File: src/rtl/rst_seq_pkg.sv
// Shared types and constants for the reset sequencer: FSM states, counter
// sizing and the ready-handshake timeout.
package rst_seq_pkg;

    typedef enum logic [1:0] {
        ST_ASSERT,
        ST_RELEASE,
        ST_DONE
    } state_e;

    localparam int ACK_TIMEOUT = 256;

    // One counter serves both the assert stretch and the release gap.
    function automatic int cnt_width(input int min_assert, input int release_gap);
        int longest;
        longest = (min_assert > release_gap) ? min_assert : release_gap;
        return $clog2(longest + 1);
    endfunction

endpackage

File: src/rtl/rst_req_sync.sv
// Vector multi-flop synchroniser with a synchronous active-high clear.
module rst_req_sync #(
    parameter int WIDTH  = 4,
    parameter int STAGES = 2
) (
    input  logic             clk_i,
    input  logic             clr_i,
    input  logic [WIDTH-1:0] d_i,
    output logic [WIDTH-1:0] q_o
);

    logic [WIDTH-1:0] sync_q [STAGES];

    always_ff @(posedge clk_i) begin
        if (clr_i) begin
            for (int s = 0; s < STAGES; s++) sync_q[s] <= '0;
        end else begin
            sync_q[0] <= d_i;
            for (int s = 1; s < STAGES; s++) sync_q[s] <= sync_q[s-1];
        end
    end

    assign q_o = sync_q[STAGES-1];

endmodule

File: src/rtl/rst_sequencer.sv
// Multi-channel reset sequencer: holds channels for a minimum stretch, then releases
// them in ascending order. Define RST_SEQ_ACK_EN to gate each release on RDY_IN.
module rst_sequencer
    import rst_seq_pkg::*;
#(
    parameter int NUM_CH      = 4,
    parameter int SYNC_STAGES = 2,
    parameter int MIN_ASSERT  = 16,
    parameter int RELEASE_GAP = 8
) (
    input  logic              CLOCK,
    input  logic              RESET,
    input  logic [NUM_CH-1:0] RST_REQ,
    output logic [NUM_CH-1:0] RST_OUT,
    output logic              SEQ_DONE,
    output logic              BUSY
`ifdef RST_SEQ_ACK_EN
    ,
    input  logic [NUM_CH-1:0] RDY_IN,
    output logic              TIMEOUT
`endif
);

    localparam int CNT_W = cnt_width(MIN_ASSERT, RELEASE_GAP);
    localparam int IDX_W = $clog2(NUM_CH + 1);
    localparam logic [CNT_W-1:0] ASSERT_LAST = CNT_W'(MIN_ASSERT - 1);
    localparam logic [CNT_W-1:0] GAP_LAST    = CNT_W'(RELEASE_GAP - 1);
    localparam logic [IDX_W-1:0] LAST_CH     = IDX_W'(NUM_CH - 1);

    state_e            state_q, state_d;
    logic [IDX_W-1:0]  start_q, start_d;
    logic [IDX_W-1:0]  nxt_q, nxt_d;
    logic [CNT_W-1:0]  cnt_q, cnt_d;
    logic [NUM_CH-1:0] rst_q, rst_d;
    logic [NUM_CH-1:0] req_s;
    logic [NUM_CH-1:0] req_mask;
    logic [IDX_W-1:0]  req_idx;
    logic [CNT_W-1:0]  cnt_inc;
    logic              req_any;
    logic              gap_ok;

    function automatic logic [NUM_CH-1:0] clear_ch(input logic [NUM_CH-1:0] v,
                                                    input logic [IDX_W-1:0]  idx);
        logic [NUM_CH-1:0] r;
        r = v;
        for (int k = 0; k < NUM_CH; k++) if (IDX_W'(k) == idx) r[k] = 1'b0;
        return r;
    endfunction

    rst_req_sync #(.WIDTH(NUM_CH), .STAGES(SYNC_STAGES)) u_req_sync (
        .clk_i(CLOCK), .clr_i(RESET), .d_i(RST_REQ), .q_o(req_s)
    );

`ifdef RST_SEQ_ACK_EN
    localparam int WAIT_W = $clog2(ACK_TIMEOUT);
    localparam logic [WAIT_W-1:0] WAIT_LAST = WAIT_W'(ACK_TIMEOUT - 1);

    logic [NUM_CH-1:0] rdy_s;
    logic [WAIT_W-1:0] wait_q, wait_d;
    logic              tmo_q, tmo_d;
    logic              rdy_prev;

    rst_req_sync #(.WIDTH(NUM_CH), .STAGES(SYNC_STAGES)) u_rdy_sync (
        .clk_i(CLOCK), .clr_i(RESET), .d_i(RDY_IN), .q_o(rdy_s)
    );

    // Ready of the channel just below the one waiting to be released.
    always_comb begin
        rdy_prev = 1'b0;
        for (int k = 0; k < NUM_CH; k++) if (IDX_W'(k + 1) == nxt_q) rdy_prev = rdy_s[k];
    end

    always_ff @(posedge CLOCK) begin
        if (RESET) begin
            wait_q <= '0;
            tmo_q  <= 1'b0;
        end else begin
            wait_q <= wait_d;
            tmo_q  <= tmo_d;
        end
    end

    assign TIMEOUT = tmo_q;
    assign gap_ok  = (cnt_q == GAP_LAST) && (rdy_prev || (wait_q == WAIT_LAST));
`else
    assign gap_ok  = (cnt_q == GAP_LAST);
`endif

    // Lowest requesting channel and the mask of it plus all its dependents.
    always_comb begin
        req_idx = '0;
        for (int k = NUM_CH - 1; k >= 0; k--) if (req_s[k]) req_idx = IDX_W'(k);
        req_mask = '0;
        for (int k = 0; k < NUM_CH; k++) req_mask[k] = (IDX_W'(k) >= req_idx);
    end

    assign req_any = |req_s;
    assign cnt_inc = (cnt_q == '1) ? cnt_q : cnt_q + CNT_W'(1);

    always_ff @(posedge CLOCK) begin
        if (RESET) begin
            state_q <= ST_ASSERT;
            start_q <= '0;
            nxt_q   <= '0;
            cnt_q   <= '0;
            rst_q   <= '1;
        end else begin
            state_q <= state_d;
            start_q <= start_d;
            nxt_q   <= nxt_d;
            cnt_q   <= cnt_d;
            rst_q   <= rst_d;
        end
    end

    always_comb begin
        state_d = state_q;
        start_d = start_q;
        nxt_d   = nxt_q;
        cnt_d   = cnt_q;
        rst_d   = rst_q;
`ifdef RST_SEQ_ACK_EN
        wait_d  = '0;
        tmo_d   = 1'b0;
`endif
        unique case (state_q)
            ST_ASSERT: begin
                if (req_any) begin
                    if (req_idx < start_q) start_d = req_idx;
                    rst_d = rst_q | req_mask;
                    cnt_d = '0;
                end else if (cnt_q == ASSERT_LAST) begin
                    rst_d   = clear_ch(rst_q, start_q);
                    cnt_d   = '0;
                    nxt_d   = start_q + IDX_W'(1);
                    state_d = (start_q == LAST_CH) ? ST_DONE : ST_RELEASE;
                end else begin
                    cnt_d = cnt_inc;
                end
            end
            ST_RELEASE: begin
                // Requests at or above nxt_q target channels that are still held.
                if (req_any && (req_idx < nxt_q)) begin
                    start_d = req_idx;
                    rst_d   = rst_q | req_mask;
                    cnt_d   = '0;
                    state_d = ST_ASSERT;
                end else if (gap_ok) begin
                    rst_d = clear_ch(rst_q, nxt_q);
                    cnt_d = '0;
                    nxt_d = nxt_q + IDX_W'(1);
                    if (nxt_q == LAST_CH) state_d = ST_DONE;
`ifdef RST_SEQ_ACK_EN
                    tmo_d = !rdy_prev;
`endif
                end else begin
                    if (cnt_q != GAP_LAST) cnt_d = cnt_inc;
`ifdef RST_SEQ_ACK_EN
                    if (cnt_q == GAP_LAST) wait_d = wait_q + WAIT_W'(1);
`endif
                end
            end
            ST_DONE: begin
                if (req_any) begin
                    start_d = req_idx;
                    rst_d   = rst_q | req_mask;
                    cnt_d   = '0;
                    state_d = ST_ASSERT;
                end
            end
            default: state_d = ST_ASSERT;
        endcase
    end

    always_comb begin
        SEQ_DONE = (state_q == ST_DONE);
        BUSY     = (state_q == ST_ASSERT) || (state_q == ST_RELEASE);
    end

    assign RST_OUT = rst_q;

endmodule

File: config.mk
export PLATFORM = sky130hd
export DESIGN_NAME = rst_sequencer
export DESIGN_NICKNAME = d
export VERILOG_FILES = /design/src/rtl/rst_seq_pkg.sv /design/src/rtl/rst_req_sync.sv /design/src/rtl/rst_sequencer.sv
export SDC_FILE = /design/constraint.sdc
export NUM_CORES = 1
export LEC_CHECK = 0
export CAP_MARGIN = 20
export CORE_ASPECT_RATIO = 0.8
export CORE_MARGIN = 5
export CORE_UTILIZATION = 30
export CTS_CLUSTER_SIZE = 20
export DETAILED_ROUTE_END_ITERATION = 12
export SLEW_MARGIN = 40
export SYNTH_ARGS = -nofsm -noshare
export SYNTH_HDL_FRONTEND = slang
export SYNTH_SLANG_ARGS = --single-unit
File: constraint.sdc
create_clock -name CLOCK -period 2.26 [get_ports CLOCK]
set_input_delay 0.565 -clock CLOCK [delete_from_list [all_inputs] [get_ports CLOCK]]
set_output_delay 0.565 -clock CLOCK [all_outputs]
set_load 0.005 [all_outputs]
==> results.sh, run 1 <==
export IMPL_avgRoutedWirePerCell_um=12.9
export IMPL_grt_pass1_wl_um=5150
export IMPL_synth_flop_cell="dfxtp_1"
export IMPL_drtAntennaViolNets=0
export IMPL_cts_root_buffer="clkbuf_8"
export IMPL_yosys_register_bits=24
export IMPL_power_density_nw_per_um2=884
export IMPL_vias_per_cell=5.08
export IMPL_path_cells="inv_1 > ha_1 > clkdlybuf4s50_1"
export IMPL_rr_worst_depth=7
export IMPL_setup_viol=0
export IMPL_holdWs_ps=438
export IMPL_postCtsSetupBuffers=0
export IMPL_mostFrequentLayoutCell="dfxtp_1"
export IMPL_synth_async_reset_ratio=0
export IMPL_slowest_stage="clkdlybuf4s50_1"
export IMPL_clk_pin_slew_ps=90
export IMPL_antenna_cells=0
export IMPL_drv_cap=0
export IMPL_yosysWarnings=0
export IMPL_fmax_mhz=478
export IMPL_gp_congestion=0.787
export IMPL_syn_num_nets=172
export IMPL_final_cell_mix="dfxtp_1 (22), a21oi_1 (11), nand2_1 (10), clkdlybuf4s50_1 (10)"
export IMPL_fin_crit_sh=0.925
export IMPL_die_x_um=85.9
export IMPL_remaining_drc_errors=0
export IMPL_synthCells=159
export IMPL_path_delay_family="buffers and inverters"
export IMPL_finalWirelength_um=3020
export IMPL_drv_slew=0
export IMPL_antenna_found_initial=0
export IMPL_htree_levels=1
export IMPL_status="complete, no violations"
export IMPL_required_ps=1690
export IMPL_core_um2=4510
export IMPL_critPathMaxFanout=4
export IMPL_drive_gt1_frac=0.154
export IMPL_die_h_um=70.7
export IMPL_cts_buffers=3
export IMPL_slew_headroom=0.674
export IMPL_row_count=22
export IMPL_synth_distinct_cells=51
export IMPL_yosysSeqAreaShare=0.348
export IMPL_clock_latency_ps=270
export IMPL_drt_pass1_iterations=4
export IMPL_grt_setup_unrepaired="no"
export IMPL_grt_usage=0.104
export IMPL_path_buf_inv=2
export IMPL_critPathKind="register to output pin"
export IMPL_grt_pass1_vias=1071
export IMPL_drt_initial_drc_count=119
export IMPL_final_area_um2=1690
export IMPL_synth_edf_count=0
export IMPL_num_vias=1193
export IMPL_grt_max_degree=27
export IMPL_p_leak_uw=0.000611
export IMPL_total_power_uw=1500
export IMPL_syn_to_final_growth_pct=22.6
export IMPL_nNetsFinal=189
export IMPL_cp_end_kind="output pin"
export IMPL_crit_cells=3
export IMPL_skew_ps=8.43
export IMPL_hold_class="register to register"
export IMPL_cp_start_kind="register"
export IMPL_min_path_cells=1
export IMPL_ir_worst_vdd_mv=0.304
export IMPL_io_pins=12
export IMPL_syn_area_per_cell_um2=8.69
export IMPL_synth_area_um2=1380
export IMPL_critPathArrivalTime_ps=1530
export IMPL_initial_core_util=0.306
export IMPL_worst_pin_slew_ps=485
export IMPL_dieArea_um2=6070
export IMPL_min_period_ps=2090
export IMPL_cts_sinks=24
export IMPL_tns_ps=0
export IMPL_grt_remaining_overflow=0
export IMPL_finalHoldViolCount=0
export IMPL_cts_path_max_buffers=2
export IMPL_placed_area_um2=1600
export IMPL_dpl_hpwl_um=2290
export IMPL_cts_tree="built"
export IMPL_port_buffers=11
export IMPL_slowest_delay_ps=530
[state kept, by name, indices dropped and copies added, names as in the netlist]
signal,flops
u_req_sync.sync_q,8
cnt_q,5
RST_OUT,4
nxt_q,3
start_q,2
state_q,2
[per-layer routing]
layer | GRT usage | part of all wire | wire, um
met5 | 0 | 0 | 0
met4 | 0.0246 | 0.0089 | 27
met3 | 0.0314 | 0.058 | 176
met2 | 0.147 | 0.40 | 1210
met1 | 0.152 | 0.53 | 1600
[worst register-to-register path, cell delays in order (launching register included)]
cell and delay, ps:
dfxtp_1 410, ha_1 250, nand2_1 70, o31a_1 280
a21oi_1 360, o221ai_4 180, nand2b_1 210, o32a_1 190
[metrics by stage]
stage	instances	setup slack (ps)	util
2_1_floorplan	159	341	-
3_3_place_gp	231	202	0.354
3_5_place_dp	231	190	0.354
4_1_cts	235	12.6	0.371
5_1_grt	235	14.4	0.375
6_report	235	169	0.375
[layout make-up]
class / count / area (um^2)
clock buffers: 3 / 41.3
clock inverters: 1 / 30.0
fillers: 472 / 2820
inverters: 7 / 26.3
multi-input cells: 122 / 871
flip-flops and latches: 24 / 485
well taps: 60 / 75.1
repair buffers: 18 / 165
[kinds of logic after synthesis]
kind of cell             count (synthesis)  share of synthesized area
AO/OA/AOI/OAI                           50                      0.265
adder cells (fa/ha/maj)                  7                     0.0634
buffers and inverters                   13                     0.0353
flip-flops                              24                      0.348
multiplexers                             6                     0.0453
AND/OR/NAND/NOR                         59                      0.243
[cell usage after synthesis, types with 5 or more instances]
cell	n	area share
nor2b_1	8	0.036
nand2b_1	5	0.023
inv_1	7	0.019
o21ai_0	9	0.033
nor2_1	9	0.024
a211oi_1	5	0.027
a21oi_1	11	0.040
nand2_1	10	0.027
dfxtp_1	24	0.35
ha_1	7	0.063
clkbuf_1	5	0.014
nand3_1	5	0.018
nor3_1	5	0.018
[report_power, final]
part | switching (uW) | total [uW] | internal (uW) | leakage (uW)
clock | 145 | 382 | 237 | 0.0000357
combinational | 264 | 562 | 299 | 0.000378
sequential | 59.9 | 554 | 494 | 0.000198
total | 469 | 1500 | 1030 | 0.000611
[timing repair]
| action | 4_1_cts | 5_1_grt |
|---|---|---|
| resized for setup | 3 | 5 |
| hold buffers | 0 | 0 |
| endpoints found under the setup margin | 1 | 2 |
[final timing paths]
path / from / to / slack [ps]
worst max register to register: cnt_q[0] / RST_OUT[0] / 210
worst min-delay path: u_req_sync.sync_q[0][3] / u_req_sync.sync_q[0][7] / 440
worst min register to register: u_req_sync.sync_q[0][3] / u_req_sync.sync_q[0][7] / 440
worst max-delay path: state_q[0] / SEQ_DONE / 170
(Power assumes the default switching activity.)
==> run 2: changes to the inputs <==
--- a/config.mk
+++ b/config.mk
@@ -9,6 +9,7 @@
 export CORE_ASPECT_RATIO = 0.8
 export CORE_MARGIN = 5
 export CORE_UTILIZATION = 30
+export CTS_BUF_LIST = sky130_fd_sc_hd__clkbuf_4 sky130_fd_sc_hd__clkbuf_8
 export CTS_CLUSTER_SIZE = 20
 export DETAILED_ROUTE_END_ITERATION = 12
 export SLEW_MARGIN = 40
==> results of run 2 <==
Same layout as run 1: the final DEF is identical, and so are final timing and power.
==> run 3: changes to the inputs <==
--- a/config.mk
+++ b/config.mk
@@ -12,6 +12,8 @@
 export CTS_BUF_LIST = sky130_fd_sc_hd__clkbuf_4 sky130_fd_sc_hd__clkbuf_8
 export CTS_CLUSTER_SIZE = 20
 export DETAILED_ROUTE_END_ITERATION = 12
+export GPL_ROUTABILITY_DRIVEN = 0
+export PLACE_DENSITY = 0.52
 export SLEW_MARGIN = 40
 export SYNTH_ARGS = -nofsm -noshare
 export SYNTH_HDL_FRONTEND = slang
==> run 3 against run 2 <==
  * Critical endpoint is now BUSY
  * Critical path depth rose by 1
  * Flip-flop and latch count did not move
  * Hold slack improved by 2.7 ps
  * Non-clock buffer count fell by 1
==> results.sh, run 3 (synthesized netlist as in run 1, its figures left out) <==
export IMPL_nNetsFinal=188
export IMPL_finalWirelength_um=3430
export IMPL_critPathArrivalTime_ps=1610
export IMPL_drv_slew=0
export IMPL_ir_worst_vdd_mv=0.294
export IMPL_drive_gt1_frac=0.155
export IMPL_status="complete, no violations"
export IMPL_drt_initial_drc_count=55
export IMPL_drtAntennaViolNets=0
export IMPL_final_cell_mix="dfxtp_1 (22), a21oi_1 (11), clkdlybuf4s50_1 (11)"
export IMPL_top_register="u_req_sync.sync_q"
export IMPL_slowest_delay_ps=450
export IMPL_die_x_um=85.9
export IMPL_mostFrequentLayoutCell="dfxtp_1"
export IMPL_dpl_hpwl_um=2650
export IMPL_drt_pass1_iterations=4
export IMPL_port_buffers=11
export IMPL_grt_pass1_wl_um=5820
export IMPL_drv_cap=0
export IMPL_tns_ps=0
export IMPL_slew_headroom=0.717
export IMPL_initial_core_util=0.306
export IMPL_power_density_nw_per_um2=891
export IMPL_cts_root_buffer="clkbuf_8"
export IMPL_remaining_drc_errors=0
export IMPL_min_period_ps=2180
export IMPL_finalHoldViolCount=0
export IMPL_grt_setup_unrepaired="yes"
export IMPL_num_vias=1231
export IMPL_avgRoutedWirePerCell_um=14.6
export IMPL_cts_path_max_buffers=2
export IMPL_place_ws_ps=116
export IMPL_antenna_cells=0
export IMPL_cp_end_kind="output pin"
export IMPL_path_cells="inv_2 > ha_1 > or2_2 > clkdlybuf4s50_1"
export IMPL_cts_sinks=24
export IMPL_cts_tree="built"
export IMPL_clk_pin_slew_ps=90
export IMPL_critPathKind="register to output pin"
export IMPL_htree_levels=1
export IMPL_hold_class="register to register"
export IMPL_grt_usage=0.119
export IMPL_syn_to_final_growth_pct=21.6
export IMPL_path_delay_family="buffers and inverters"
export IMPL_placed_area_um2=1590
export IMPL_die_h_um=70.7
export IMPL_setup_viol=0
export IMPL_final_area_um2=1680
export IMPL_grt_remaining_overflow=0
export IMPL_slowest_stage="clkdlybuf4s50_1"
export IMPL_skew_ps=4.99
export IMPL_antenna_found_initial=0
export IMPL_worst_pin_slew_ps=423
export IMPL_fmax_mhz=459
export IMPL_io_pins=12
export IMPL_worst_slack_ps=82.4
export IMPL_cts_buffers=3
export IMPL_p_leak_uw=0.000602
export IMPL_ctsHoldBuffers=0
export IMPL_vias_per_cell=5.26
export IMPL_grt_pass1_vias=1256
export IMPL_core_um2=4510
export IMPL_row_count=22
export IMPL_required_ps=1690
export IMPL_clock_latency_ps=270
export IMPL_dieArea_um2=6070
export IMPL_cp_start_kind="register"
export IMPL_critPathMaxFanout=3
export IMPL_largest_reg_flops=8
export IMPL_grt_max_degree=17
export IMPL_path_buf_inv=2
export IMPL_fin_crit_sh=0.964
[run 3: changes by cell type in the layout (fill, tap and decap cells not counted), sizes merged]
cell           previous run  this run
buf                       7         6
clkdlybuf4s50            10        11
dlymetal6s2s              1         0
[run 3: metal layers]
layer	global-route usage	up-vias	routed length, um
li1	-	620	-
met1	0.145	585	1640
met2	0.200	20	1620
met3	0.0326	6	105
met4	0.0404	0	55
met5	0	-	0
[run 3: cell type report]
type	count	area, um^2
clock inverter	1	30.0
timing repair buffer	17	155
sequential	24	483
clock buffer	3	41.3
inverter	7	26.3
multi-input combinational	122	868
fill	461	2840
tap	60	75.1
[run 3: through the flow]
step / hold WS [ps] / cells / utilization / power, uW
5_1_grt: 459 / 234 / 0.372 / 1610
3_3_place_gp: 423 / 230 / 0.352 / 1090
6_report: 441 / 234 / 0.372 / 1500
2_1_floorplan: 414 / 159 / - / 904
4_1_cts: 447 / 234 / 0.371 / 1510
3_5_place_dp: 424 / 230 / 0.352 / 1110
[run 3: report_power, final]
part	switching [uW]	internal [uW]
clock network	146	237
registers	62.2	493
logic	267	292
total	475	1020
[run 3: final timing paths]
check                           depth (start not counted)                       to               startpoint  slack [ps]
worst min-delay path                                    1  u_req_sync.sync_q[0][5]  u_req_sync.sync_q[0][1]         440
worst max-delay path                                    4                     BUSY               state_q[1]          80
worst min register to register                          1  u_req_sync.sync_q[0][5]  u_req_sync.sync_q[0][1]         440
worst max register to register                          6               state_q[0]  u_req_sync.sync_q[0][5]         170
[run 3: what timing repair did]
action	in CTS	in global routing
endpoints found under the setup margin	1	2
buffers inserted	0	0
gates resized for setup	4	3
pin swaps	0	1
